`src/rtl/ir_command_latch.sv`:
```
// Bus-mapped IR command register: captures writes into a pending slot and applies them only at packet starts.
// Optional packet-count watchdog forcing a stop command is enabled with `define IR_CMD_WATCHDOG_EN.
module ir_command_latch #(
  parameter logic [7:0] IO_ADDRESS       = 8'h90,
  parameter logic [7:0] STATUS_ADDRESS   = 8'h91,
  parameter int         WATCHDOG_PACKETS = 20
) (
  input  logic       CLK,
  input  logic       RESET,
  input  logic       BUS_WE,
  input  logic [7:0] BUS_ADDR,
  input  logic [7:0] BUS_DATA_IN,
  output logic [7:0] BUS_DATA_OUT,
  output logic       BUS_DATA_OUT_EN,
  input  logic       PACKET_START,
  input  logic       PACKET_DONE,
  output logic [3:0] COMMAND_OUT,
  output logic       PENDING,
  output logic       WATCHDOG_TRIPPED
);

  logic [3:0] pending_cmd;
  logic       write_hit;
  logic       read_cmd;
  logic       read_status;
  logic       apply;
  logic       trip;

  always_comb begin
    write_hit   = BUS_WE && (BUS_ADDR == IO_ADDRESS);
    read_cmd    = !BUS_WE && (BUS_ADDR == IO_ADDRESS);
    read_status = !BUS_WE && (BUS_ADDR == STATUS_ADDRESS);
    apply       = PACKET_START && PENDING;
  end

`ifdef IR_CMD_WATCHDOG_EN
  localparam int CNT_W = $clog2(WATCHDOG_PACKETS + 1);
  localparam logic [CNT_W-1:0] CNT_MAX  = CNT_W'(WATCHDOG_PACKETS);
  localparam logic [CNT_W-1:0] CNT_LAST = CNT_W'(WATCHDOG_PACKETS - 1);

  logic [CNT_W-1:0] wd_cnt;

  // Once saturated the counter cannot reach CNT_LAST again, so a trip fires only once per write.
  always_comb begin
    trip = PACKET_DONE && !write_hit && (wd_cnt == CNT_LAST);
  end

  always_ff @(posedge CLK) begin
    if (RESET) begin
      wd_cnt           <= '0;
      WATCHDOG_TRIPPED <= 1'b0;
    end else if (write_hit) begin
      wd_cnt           <= '0;
      WATCHDOG_TRIPPED <= 1'b0;
    end else if (PACKET_DONE && (wd_cnt != CNT_MAX)) begin
      wd_cnt <= wd_cnt + 1'b1;
      if (trip) begin
        WATCHDOG_TRIPPED <= 1'b1;
      end
    end
  end
`else
  logic unused_watchdog;

  always_comb begin
    trip            = 1'b0;
    unused_watchdog = PACKET_DONE;
  end

  assign WATCHDOG_TRIPPED = 1'b0;
`endif

  // Write beats a trip in the same cycle; the apply always consumes the pre-edge pending_cmd.
  always_ff @(posedge CLK) begin
    if (RESET) begin
      pending_cmd <= 4'h0;
      PENDING     <= 1'b0;
    end else if (write_hit) begin
      pending_cmd <= BUS_DATA_IN[3:0];
      PENDING     <= 1'b1;
    end else if (trip) begin
      pending_cmd <= 4'h0;
      PENDING     <= 1'b1;
    end else if (apply) begin
      PENDING <= 1'b0;
    end
  end

  always_ff @(posedge CLK) begin
    if (RESET) begin
      COMMAND_OUT <= 4'h0;
    end else if (apply) begin
      COMMAND_OUT <= pending_cmd;
    end
  end

  always_ff @(posedge CLK) begin
    if (RESET) begin
      BUS_DATA_OUT    <= 8'h00;
      BUS_DATA_OUT_EN <= 1'b0;
    end else begin
      BUS_DATA_OUT_EN <= read_cmd || read_status;
      if (read_cmd) begin
        BUS_DATA_OUT <= {4'h0, COMMAND_OUT};
      end else if (read_status) begin
        BUS_DATA_OUT <= {COMMAND_OUT, 2'b00, WATCHDOG_TRIPPED, PENDING};
      end
    end
  end

endmodule

```
`config.mk`:
```
export PLATFORM = sky130hd
export DESIGN_NAME = ir_command_latch
export DESIGN_NICKNAME = d
export VERILOG_FILES = /design/src/rtl/ir_command_latch.sv
export SDC_FILE = /design/constraint.sdc
export NUM_CORES = 1
export LEC_CHECK = 0
export BUFFER_PORTS_ARGS = -buffer_cell sky130_fd_sc_hd__buf_2
export CORE_MARGIN = 1.5
export CORE_UTILIZATION = 48
export DETAILED_ROUTE_END_ITERATION = 6
export PLACE_DENSITY = 0.85
export SYNTH_ARGS = -nofsm -noshare
export SYNTH_HDL_FRONTEND = slang
export SYNTH_SLANG_ARGS = --single-unit
```
`constraint.sdc`:
```
create_clock -name CLK -period 2.8 [get_ports CLK]
set_input_delay 0.56 -clock CLK [delete_from_list [all_inputs] [get_ports CLK]]
set_output_delay 0.56 -clock CLK [all_outputs]
set_load 0.02 [all_outputs]
```
==> flow_metrics.py <==
metrics = {
    "clock_network": {
        "clk_latency_ns": 0.28,
        "cts_root_buf": "clkbuf_4",
        "clock_path_buffers": 2,
        "cts_buffers": 3,
        "post_cts_buffers": 0,
        "cts.sinks": 18,
        "clkTransAtPathRegs_ns": 0.09,
        "ctsResizeCount": 0,
        "tritoncts": "built",
        "ctsHoldBuffers": 0,
        "h-tree-depth": 1,
    },
    "die": {
        "start_util_pct": 51.3,
        "ios": 36,
        "die_y_um": 43.4,
        "die-area_mm2": 0.00188,
        "core-area_mm2": 0.00152,
        "rows": 14,
        "die_w_um": 43.4,
    },
    "logic_synthesis": {
        "ys_warn_count": 0,
        "yosysUniqueCellTypes": 26,
        "syn_inst": 87,
        "ys_seq_area_share_pct": 46.1,
        "async_reset_ff_share_pct": 0,
        "synthTopCellsByCount": "nand2_1 (20), dfxtp_1 (18), o311ai_0 (7)",
        "synthTopCellsByArea": "dfxtp_1 (46%), nand2_1 (9.6%), o311ai_0 (7.8%)",
        "syn_area_um2": 782,
        "synth-edff-count": 0,
        "syn_nets": 108,
        "synth.top_cell.area_share_pct": 46.1,
        "synthFlopType": "dfxtp_1",
        "synth_seq_cells": 18,
        "avgSynthCellArea_um2": 8.99,
        "yosysMostFrequentCell": "nand2_1",
        "yosysTopAreaCell": "dfxtp_1",
    },
    "drt": {
        "vias": 717,
        "wl_um": 1570,
        "drt.antenna.violating_nets": 0,
        "wl_per_cell_um": 12.0,
        "vias_per_cell": 5.52,
        "drcViolationCount": 0,
        "first_pass_iters": 4,
        "drtIter0Drc": 12,
    },
    "timing": {
        "grt_setup_unrepaired": "no",
        "fin_setup_tns_ns": 0,
        "finalMaxSlewViolations": 0,
        "setup_viol": 0,
        "fin_crit_ns": 1.85,
        "setup_ws_ns": 0.953,
        "hold_violations": 0,
        "fin_skew_ns": 0.000378,
        "fmax_mhz": 541,
        "min_period_over_period_pct": 66.0,
    },
    "finish": {
        "final_nets": 136,
        "drive_gt1_share_pct": 31.6,
        "syn2layout_area_growth_pct": 21.0,
        "utilization_pct": 62.1,
        "diodes": 0,
        "fin_area_um2": 946,
    },
    "placed_design": {
        "dp_slack_ns": 0.650,
        "numPortBuffers": 29,
        "place_area_um2": 910,
        "hpwl_um": 1200,
        "gp_congestion": 0.776,
    },
    "global_routing": {
        "grt_pass1_vias": 642,
        "overflow": 0,
        "antenna_found_initial": 0,
        "grt_pass1_wl_um": 2710,
        "gr-usage-all-layers_pct": 19.2,
        "grt_start_max_net_pins": 17,
    },
    "power": {
        "p_sw_share_pct": 21.2,
        "powerDensity_mw_per_mm2": 464,
        "p_leak_uw": 0.000385,
        "ir_worst_vdd_mv": 0.329,
        "p_switching_uw": 93.3,
        "clkPwrFrac_pct": 34.8,
        "p_int_uw": 346,
        "p_seq_share_pct": 58.3,
        "combPwrFrac_pct": 6.9,
    },
    "flow_run": {
        "drv_cap": 0,
    },
    "worst_setup_path": {
        "criticalPathCategory": "in2reg",
        "crit_arrival_ns": 2.07,
        "rr_endpoint": "BUS_DATA_OUT[0]",
        "reg2reg_from": "PENDING",
        "end_kind": "flop",
        "path_max_fanout": 9,
        "worst_r2r_path_depth": 3,
        "reg2reg_slack_ns": 1.78,
        "required_ns": 3.02,
        "critPathLaunchType": "primary input",
    },
    "hold_path": {
        "hold_path.startpoint": "pending_cmd[0]",
        "min_to": "pending_cmd[0]",
        "min_path_type": "reg2reg",
        "hold-path-cell-count": 2,
    },
    "outcome": {
        "status": "finished clean",
    },
}
[power groups by stage]
stage	clock network (uW)	logic [uW]	registers, uW
after floorplan	0	17.5	262
after global placement	0	29.3	262
after detailed placement	0	30.1	262
after CTS	161	30.2	256
after global routing	170	34.6	256
final	153	30.4	256
[layer usage]
metal  GRT usage [%]  wire, um  up-vias  part of all wire, %
li1                -         -      367                    -
met1            23.8       662      321                   42
met2            30.7       785       27                   50
met3            3.75       107        2                  6.8
met4            11.5        10        0                 0.64
met5               0         0        -                    0
[logic make-up (layout without fill, tap and decap cells)]
group	Yosys count	after routing	share of synthesized area, %
flip-flops	18	18	46.1
AO/OA/AOI/OAI	20	20	17.9
AND/OR/NAND/NOR	35	35	23.2
buffers and inverters	8	35	5.76
other	1	1	0.480
multiplexers	5	5	6.56
[critical path, stage by stage]
cell and delay [ns]:
buf_2 0.10, or4b_1 0.70, nor4_4 0.47, mux2i_1 0.23
[registers in the layout, summed over array words and instances (netlist names)]
name / cells
BUS_DATA_OUT: 8
COMMAND_OUT: 4
pending_cmd: 4
BUS_DATA_OUT_EN: 1
PENDING: 1
[layout by cell type, fill, tap and decap left out, drive strengths merged, types with 3 or more instances in the layout]
cell,count
o311ai,7
clkbuf,4
o21ai,3
nand3,5
buf,29
dfxtp,18
a21oi,4
mux2i,4
o31ai,4
nand2,20
[worst max-delay path by stage]
| stage | depth (start not counted) | from | end |
|---|---|---|---|
| 6_report | 4 | BUS_ADDR[6] | pending_cmd[2] |
| 5_1_grt | 4 | BUS_ADDR[6] | pending_cmd[2] |
| 4_1_cts | 4 | BUS_ADDR[6] | pending_cmd[2] |
| 3_5_place_dp | 4 | BUS_ADDR[6] | pending_cmd[2] |
| 3_3_place_gp | 4 | BUS_ADDR[6] | pending_cmd[2] |
| 2_1_floorplan | 4 | BUS_ADDR[6] | pending_cmd[0] |
[stage by stage]
step           power [uW]  cells  hold slack [ns]
2_1_floorplan         280     87            0.435
3_3_place_gp          291    126            0.445
3_5_place_dp          292    126            0.460
4_1_cts               447    130            0.475
5_1_grt               460    130            0.503
6_report              439    130            0.470
[area by class of cell]
class / count / area, um^2
fill: 145 / 578
multi-input combinational: 61 / 377
sequential: 18 / 360
timing repair buffer: 29 / 145
clock buffer: 4 / 36.3
tap: 16 / 20.0
inverter: 2 / 7.51
(Power assumes the default switching activity.)
